==> src/rtl/ccff_bitstream_loader_pkg.sv <==
// Shared types and width helpers for the configuration-chain bitstream loader.
package ccff_loader_pkg;

    typedef enum logic [1:0] {
        ST_IDLE = 2'd0,
        ST_LOAD = 2'd1,
        ST_DONE = 2'd2
    } ccff_ld_state_t;

    // Bit counter must be able to hold CHAIN_LEN itself, not just CHAIN_LEN-1.
    function automatic int cnt_width(input int chain_len);
        return $clog2(chain_len + 1);
    endfunction

    function automatic int idx_width(input int word_w);
        return (word_w > 1) ? $clog2(word_w) : 1;
    endfunction

endpackage

==> src/rtl/ccff_bitstream_loader_if.sv <==
// Valid/ready bitstream word stream feeding the configuration-chain loader.
interface ccff_bitstream_loader_if #(
    parameter int WORD_W = 8
) ();
    logic [WORD_W-1:0] bs_data;
    logic              bs_valid;
    logic              bs_ready;

    modport master (output bs_data, output bs_valid, input bs_ready);
    modport slave  (input bs_data, input bs_valid, output bs_ready);
endinterface

==> src/rtl/ccff_bitstream_loader_serializer.sv <==
// Holding register for one bitstream word, presented MSB-first one bit per cycle.
module ccff_word_serializer
    import ccff_loader_pkg::*;
#(
    parameter int WORD_W = 8
) (
    input  logic              clk,
    input  logic              rst,
    input  logic              load,
    input  logic [WORD_W-1:0] load_word,
    input  logic              advance,
    input  logic              flush,
    output logic              cur_bit,
    output logic              last_bit,
    output logic              empty
);
    localparam int IDX_W = idx_width(WORD_W);
    localparam logic [IDX_W-1:0] IDX_MSB = IDX_W'(WORD_W - 1);

    logic [WORD_W-1:0] word_reg;
    logic [IDX_W-1:0]  idx_reg;
    logic              full_reg;
    logic [WORD_W-1:0] sel_vec;

    // Flush beats load beats advance; a load on the last bit replaces the word with no bubble.
    always_ff @(posedge clk or posedge rst) begin
        if (rst) begin
            word_reg <= '0;
            idx_reg  <= '0;
            full_reg <= 1'b0;
        end else if (flush) begin
            full_reg <= 1'b0;
        end else if (load) begin
            word_reg <= load_word;
            idx_reg  <= IDX_MSB;
            full_reg <= 1'b1;
        end else if (advance && full_reg) begin
            if (idx_reg == '0) begin
                full_reg <= 1'b0;
            end else begin
                idx_reg <= idx_reg - IDX_W'(1);
            end
        end
    end

    genvar gi;
    generate
        for (gi = 0; gi < WORD_W; gi++) begin : g_sel
            assign sel_vec[gi] = word_reg[gi] && (idx_reg == IDX_W'(gi));
        end
    endgenerate

    assign cur_bit  = full_reg && (|sel_vec);
    assign last_bit = full_reg && (idx_reg == '0);
    assign empty    = !full_reg;

endmodule

==> src/rtl/ccff_bitstream_loader.sv <==
// Serializes a bitstream word stream onto ccff_head with a registered shift enable, stopping after CHAIN_LEN bits.
module ccff_bitstream_loader
    import ccff_loader_pkg::*;
#(
    parameter int CHAIN_LEN = 1024,
    parameter int WORD_W    = 8,
    parameter int CNT_W     = cnt_width(CHAIN_LEN)
) (
    input  logic                    prog_clk,
    input  logic                    pReset,
    input  logic                    start,
    ccff_bitstream_loader_if.slave  bs,
    output logic                    ccff_head,
    output logic                    shift_en,
    output logic                    busy,
    output logic                    done,
    output logic                    overrun_err,
    output logic [CNT_W-1:0]        bits_loaded
);
    localparam logic [CNT_W-1:0] LAST_CNT = CNT_W'(CHAIN_LEN - 1);

    ccff_ld_state_t   state_reg, state_next;
    logic [CNT_W-1:0] bits_reg, bits_next;
    logic             head_reg, head_next;
    logic             sen_reg, sen_next;
    logic             done_reg, done_next;
    logic             ovr_reg, ovr_next;
    logic             ready;
    logic             ser_load, ser_advance, ser_flush;
    logic             cur_bit, last_bit, ser_empty;

    ccff_word_serializer #(
        .WORD_W (WORD_W)
    ) u_serializer (
        .clk       (prog_clk),
        .rst       (pReset),
        .load      (ser_load),
        .load_word (bs.bs_data),
        .advance   (ser_advance),
        .flush     (ser_flush),
        .cur_bit   (cur_bit),
        .last_bit  (last_bit),
        .empty     (ser_empty)
    );

    always_ff @(posedge prog_clk or posedge pReset) begin
        if (pReset) begin
            state_reg <= ST_IDLE;
            bits_reg  <= '0;
            head_reg  <= 1'b0;
            sen_reg   <= 1'b0;
            done_reg  <= 1'b0;
            ovr_reg   <= 1'b0;
        end else begin
            state_reg <= state_next;
            bits_reg  <= bits_next;
            head_reg  <= head_next;
            sen_reg   <= sen_next;
            done_reg  <= done_next;
            ovr_reg   <= ovr_next;
        end
    end

    always_comb begin
        state_next  = state_reg;
        bits_next   = bits_reg;
        head_next   = 1'b0;
        sen_next    = 1'b0;
        done_next   = 1'b0;
        ovr_next    = ovr_reg;
        ready       = 1'b0;
        ser_load    = 1'b0;
        ser_advance = 1'b0;
        ser_flush   = 1'b0;
        case (state_reg)
            ST_IDLE: begin
                if (start) begin
                    state_next = ST_LOAD;
                    bits_next  = '0;
                    ovr_next   = 1'b0;
                    ser_flush  = 1'b1;
                end
            end
            ST_LOAD: begin
                // Refill early on the last bit only if another bit is still owed to the chain.
                ready    = ser_empty || (last_bit && (bits_reg < LAST_CNT));
                ser_load = ready && bs.bs_valid;
                if (!ser_empty) begin
                    head_next   = cur_bit;
                    sen_next    = 1'b1;
                    bits_next   = bits_reg + CNT_W'(1);
                    ser_advance = 1'b1;
                    if (bits_reg == LAST_CNT) begin
                        state_next = ST_DONE;
                        ser_flush  = 1'b1;
                    end
                end
            end
            ST_DONE: begin
                // done lags state by one cycle so it rises after the final shift_en=1 cycle.
                done_next = 1'b1;
                if (bs.bs_valid) begin
                    ovr_next = 1'b1;
                end
                if (start) begin
                    state_next = ST_LOAD;
                    bits_next  = '0;
                    ovr_next   = 1'b0;
                    done_next  = 1'b0;
                    ser_flush  = 1'b1;
                end
            end
            default: begin
                state_next = ST_IDLE;
            end
        endcase
    end

    assign bs.bs_ready  = ready;
    assign ccff_head    = head_reg;
    assign shift_en     = sen_reg;
    assign busy         = (state_reg == ST_LOAD);
    assign done         = done_reg;
    assign overrun_err  = ovr_reg;
    assign bits_loaded  = bits_reg;

endmodule

==> src/flat_wrapper.sv <==
// flat-port wrapper written by rule: the top's interface ports become plain ports
module ccff_bitstream_loader_flat import ccff_loader_pkg::*;
#(
    parameter int CHAIN_LEN = 1024,
    parameter int WORD_W    = 8,
    parameter int CNT_W     = cnt_width(CHAIN_LEN)
)
  (prog_clk, pReset, start, ccff_head, shift_en, busy, done, overrun_err, bits_loaded, bs_bs_data, bs_bs_valid, bs_bs_ready);
  ccff_bitstream_loader_if #(.WORD_W(WORD_W)) bs_i ();
  input  logic prog_clk;
  input  logic pReset;
  input  logic start;
  output logic ccff_head;
  output logic shift_en;
  output logic busy;
  output logic done;
  output logic overrun_err;
  output logic [CNT_W-1:0] bits_loaded;
  input wire logic [$bits(bs_i.bs_data)-1:0] bs_bs_data;
  input wire logic [$bits(bs_i.bs_valid)-1:0] bs_bs_valid;
  output wire logic [$bits(bs_i.bs_ready)-1:0] bs_bs_ready;
  assign bs_i.bs_data = bs_bs_data;
  assign bs_i.bs_valid = bs_bs_valid;
  assign bs_bs_ready = bs_i.bs_ready;
  ccff_bitstream_loader #(.CHAIN_LEN(CHAIN_LEN), .WORD_W(WORD_W), .CNT_W(CNT_W)) u_core (.prog_clk(prog_clk), .pReset(pReset), .start(start), .bs(bs_i), .ccff_head(ccff_head), .shift_en(shift_en), .busy(busy), .done(done), .overrun_err(overrun_err), .bits_loaded(bits_loaded));
endmodule
==> config.mk <==
export PLATFORM = sky130hd
export DESIGN_NAME = ccff_bitstream_loader_flat
export DESIGN_NICKNAME = d
export VERILOG_FILES = /design/src/rtl/ccff_bitstream_loader_pkg.sv /design/src/rtl/ccff_bitstream_loader_if.sv /design/src/rtl/ccff_bitstream_loader_serializer.sv /design/src/rtl/ccff_bitstream_loader.sv /design/src/flat_wrapper.sv
export SDC_FILE = /design/constraint.sdc
export NUM_CORES = 1
export LEC_CHECK = 0
export BUFFER_PORTS_ARGS = -buffer_cell sky130_fd_sc_hd__buf_2
export CAP_MARGIN = 20
export CORE_UTILIZATION = 57
export DETAILED_ROUTE_END_ITERATION = 16
export GPL_TIMING_DRIVEN = 0
export PLACE_DENSITY = 0.78
export SLEW_MARGIN = 20
export SYNTH_ARGS = -nofsm -noshare
export SYNTH_HDL_FRONTEND = slang
export SYNTH_SLANG_ARGS = --single-unit
==> constraint.sdc <==
create_clock -name prog_clk -period 3.6 [get_ports prog_clk]
set_input_delay 0.72 -clock prog_clk [delete_from_list [all_inputs] [get_ports prog_clk]]
set_output_delay 0.72 -clock prog_clk [all_outputs]
set_load 0.03 [all_outputs]
# ---- Yosys cells after proc, flatten, opt, wreduce, memory -nomap -nowiden
# Index checks and enable logic that the tools add are counted.
dict set report totals {
  elab_cells 89
  output_inout_bits 17
  ff_bits 29
  input_bits 12
}
dict set report op_classes {
  order_cmp 1
  bitwise 1
  reduce_logical 30
  n_addsub 2
  mux 30
  eq_ne 16
}
# op count
set op_table {}
lappend op_table {{$mux 11} 2}
lappend op_table {{$pmux 11 s2} 1}
lappend op_table {{$mux 1} 18}
lappend op_table {{$logic_and 1x1->1} 13}
lappend op_table {{$eq 3x3->1 const B} 4}
lappend op_table {{$reduce_and 3->1} 4}
lappend op_table {{$add 11x1->11 const B} 1}
lappend op_table {{$eq 11x10->1 const B} 1}
lappend op_table {{$lt 11x10->1 const B} 1}
lappend op_table {{$mux 3} 3}
lappend op_table {{$ne 2x1->1 const B} 4}
lappend op_table {{$reduce_or 8->1} 1}
lappend op_table {{$eq 3x2->1 const B} 2}
lappend op_table {{$mux 2} 3}
lappend op_table {{$reduce_bool 2->1} 3}
lappend op_table {{$reduce_bool 3->1} 2}
lappend op_table {{$pmux 1 s2} 2}
lappend op_table {{$pmux 2 s2} 1}
lappend op_table {{$reduce_and 2->1} 2}
lappend op_table {{$eq 3x1->1 const B} 1}
lappend op_table {{$logic_not 3->1} 1}
lappend op_table {{$ne 3x3->1 const B} 1}
lappend op_table {{$sub 3x1->3 const B} 1}
lappend op_table {{$eq 2x1->1 const B} 1}
lappend op_table {{other kinds (7)} 7}

# ---- Longest topological paths before layout
dict set report logic_depth {
  depth_word 8
  ltp_mapped 8
}

# ---- Modules after synthesis
# A second synthesis with hierarchy kept.
dict set report hier_totals {
  cells_unflattened 144
  hier_area_um2 1525.2
}
# mod area_per_inst_um2 cells_each n_inst seq_area_each_um2
set modules_own_cells {}
lappend modules_own_cells {ccff_bitstream_loader 880.8 90 1 425.4}
lappend modules_own_cells {ccff_word_serializer 644.4 54 1 300.3}

# ---- Worst setup path after synthesis
# OpenSTA, ideal clock, no wires.
dict set report synth_path {
  kind {register to output}
  startpoint {register u_core.u_serializer.idx_reg[0]}
  endpoint {output bs_bs_ready}
  t_arrival_ps 1472
  n_path_buf 0
  path_stages_with_launch 6
  required_time_ps 2880
  slack_ps 1408
  cell_sequence {dfrtp_1 -> inv_1 -> ha_1 -> or3b_1 -> a21oi_2 -> and2_2}
}
dict set report synth_via {
  elab_chain_len 5
}
# element line
set synth_lines {}
lappend synth_lines {{start, declared} ccff_bitstream_loader_serializer.sv:21} ;# logic [IDX_W-1:0] idx_reg;
lappend synth_lines {{start signal, assigned} ccff_bitstream_loader_serializer.sv:41} ;# idx_reg <= idx_reg - IDX_W'(1);
lappend synth_lines {{$logic_not 3->1} ccff_bitstream_loader_serializer.sv:54} ;# assign last_bit = full_reg && (idx_reg == '0);
lappend synth_lines {{$logic_and 1x1->1} ccff_bitstream_loader_serializer.sv:54}
lappend synth_lines {{$logic_and 1x1->1} ccff_bitstream_loader.sv:86} ;# ready = ser_empty || (last_bit && (bits_reg < LAST_CNT));
lappend synth_lines {{$logic_or 1x1->1} ccff_bitstream_loader.sv:86}
lappend synth_lines {{$mux 1} ccff_bitstream_loader.sv:75} ;# case (state_reg)
lappend synth_lines {{end, declared} flat_wrapper.sv:21} ;# output wire logic [$bits(bs_i.bs_ready)-1:0] bs_bs_ready;
# No other way between the ends.

# ---- Worst setup path after layout
# Ends and elaborated chain as after synthesis.

==> run metrics <==
gpl congestion=slightly below 0.9; Ports=29; die height=52.2 um; via count=roughly 1.1k; drt pass-1 iters=4; pwr dens=between 800 and 900 nW/um^2; Syn Area/Cell=around 11 um^2; Post-Route Skew=between 2 and 2.5 ps; Setup WS post-layout=~800 ps; commonest non-fill, non-tap cell in the layout=dfrtp_1; largest net degree at the start of global routing=30; Final Critical Period=approximately 2800 ps; hold buffers post-CTS=0; DRC viols=0; nets@finish=about 180; final hold violation count=0; wirelength, routed=approximately 2800 um; Initial Util=0.626; Max Fclk=0.359 GHz; max reg flops=11; Clock power frac=0.141; Skew-Pair Late Insertion Delay=roughly 330 ps; Synth async-reset ratio=1.00; Worst EP required=about 2900 ps; register area share after synthesis=0.504; share of post-route cells with drive strength above 1=0.307; FF+latch area=726 um^2; Most used DFF post-synth=dfrtp_1; clk sinks=29; Slew Limit Headroom=0.601; number of max-cap violations=0; non-filler cells in the finished layout=194; Placed Cells incl. Taps=around 190; combinational power share=0.445; Slew Limit Fails=0; TritonCTS buffer count=5; Leakage=~0.83 nW; CP Class=reg -> out; Cell Area, Synth=approximately 1400 um^2; CP endpoint kind=primary output; NetSw=around 0.00061 W; Synth Warn #=0; Internal=slightly above 0.0008 W; IO Port Bufs=28; fin area=1670 um^2; Starting DRT DRC Count=22; core area=approximately 2300 um^2; initial antenna violation count=0; sw frac=0.426; outcome=complete, no violations; Post-Syn Instances=around 130; Hold Crit Class=in -> async; FF+latch count, synth=29; Setup violations, final=0; Via density=~5.5; Max VDD drop=slightly above 0.7 mV; syn nets=~150; hpwl dp=about 2000 um; Die Wd=between 50 and 60 um; antenna cells=0; post-CTS setup buffer count=0; area occupied by multi-input gates=about 670 um^2; GRT Total Usage=0.235; placed inst area=around 1600 um^2; Rows=17; Setup TNS Final=0 ps; DR WL/cell=around 14 um; final clock period utilization by the worst path=0.774; Post-synth EDFFs=0; fraction of power consumed by sequential logic=0.414; post-route ant nets=0; htree depth=2; Layout area overhead=16.0%; Clock Path Buffers=2; Root Driver=clkbuf_4; Clock Pin Slew Worst Setup and Hold Paths=90 ps; global-route wire length before repair=~4400 um; RSZ-0062 raised after global routing=no; most frequent cells in the layout=dfrtp_1, buf_2, nand2_1; number of global-route vias before repair=992; arrival time at the worst endpoint=approximately 2100 ps; Filler Cells Inserted=173; Netlist cell types=38; Startpoint Class=flop; Setup WS pre-CTS=between 1000 and 1500 ps; CTS tree=done; largest fanout on the critical path=5; post-CTS sizing=0; Die Footprint=roughly 2700 um^2; Slew @ Worst Pin=~600 ps; final global-route overflow total=0
==> worst paths after layout <==
check,slack [ps],startpoint,to,cells after the start
max in group asynchronous,2760,pReset,u_core.u_serializer.word_reg[4],2
worst min-delay path,440,pReset,u_core.overrun_err,2
min in group prog_clk,500,u_core.overrun_err,u_core.overrun_err,2
worst max register to register,1380,u_core.u_serializer.idx_reg[0],u_core.u_serializer.word_reg[7],8
worst max-delay path,810,u_core.u_serializer.idx_reg[0],bs_bs_ready,6
worst min register to register,500,u_core.overrun_err,u_core.overrun_err,2
==> critical path, stage by stage (launching register included) <==
cell and delay, ps:
dfrtp_1 440, inv_1 130, ha_1 240, or3b_1 380, a21oi_2 180, and2_2 170, buf_2 190
==> Yosys cell counts, types with 2 or more instances <==
cell	count	share of area
dfrtp_1	29	0.50
nand2_1	16	0.042
nor2_1	11	0.029
mux2_4	8	0.083
ha_1	6	0.052
inv_1	6	0.016
o21ai_0	6	0.021
nand3_1	5	0.017
xor2_1	4	0.024
a21oi_1	3	0.010
nor3_1	3	0.010
xnor2_1	3	0.018
a21o_1	2	0.010
a222oi_1	2	0.014
a31oi_1	2	0.0087
and4_1	2	0.012
nand2b_1	2	0.0087
==> metal layers <==
| metal | track usage | vias up | share of wire | wire [um] |
|---|---|---|---|---|
| met3 | 0.0696 | 8 | 0.050 | 141 |
| met1 | 0.330 | 502 | 0.48 | 1350 |
| met4 | 0.118 | 0 | 0.022 | 62 |
| met5 | 0 | - | 0 | 0 |
| li1 | - | 526 | - | - |
| met2 | 0.329 | 30 | 0.45 | 1260 |
==> kinds of logic (layout without fill, tap and decap cells) <==
kind of cell	Yosys count	after routing	synth area share
muxes	8	8	0.0835
buffers and inverters	9	44	0.0287
DFF	29	29	0.504
AOI/OAI and AO/OA	21	21	0.103
xor gates and xnor gates	7	7	0.0426
adders and majority gates	6	6	0.0522
and+or+nand+nor	51	51	0.186
==> layout make-up <==
class / instances / area share
Tap cell: 28 / 0.0210
Clock buffer: 7 / 0.0330
Sequential cell: 29 / 0.435
Inverter: 7 / 0.0157
Buffer: 2 / 0.00900
Multi-Input combinational cell: 93 / 0.403
Timing Repair Buffer: 28 / 0.0840
==> power groups by stage <==
stage               Sequential (W)  Combinational (W)  Clock, W
global route              0.000619           0.000706  0.000220
floorplan                 0.000710           0.000361         0
detailed placement        0.000599           0.000641         0
global placement          0.000595           0.000625         0
finish                    0.000597           0.000642  0.000203
CTS                       0.000596           0.000649  0.000205
==> through the flow <==
stage          hold slack [ps]  power (W)   util
2_1_floorplan              480    0.00107      -
3_3_place_gp               484    0.00122  0.703
3_5_place_dp               482    0.00124  0.703
4_1_cts                    503    0.00145  0.727
5_1_grt                    490    0.00155  0.727
6_report                   444    0.00144  0.727
(Power assumes the default switching activity.)
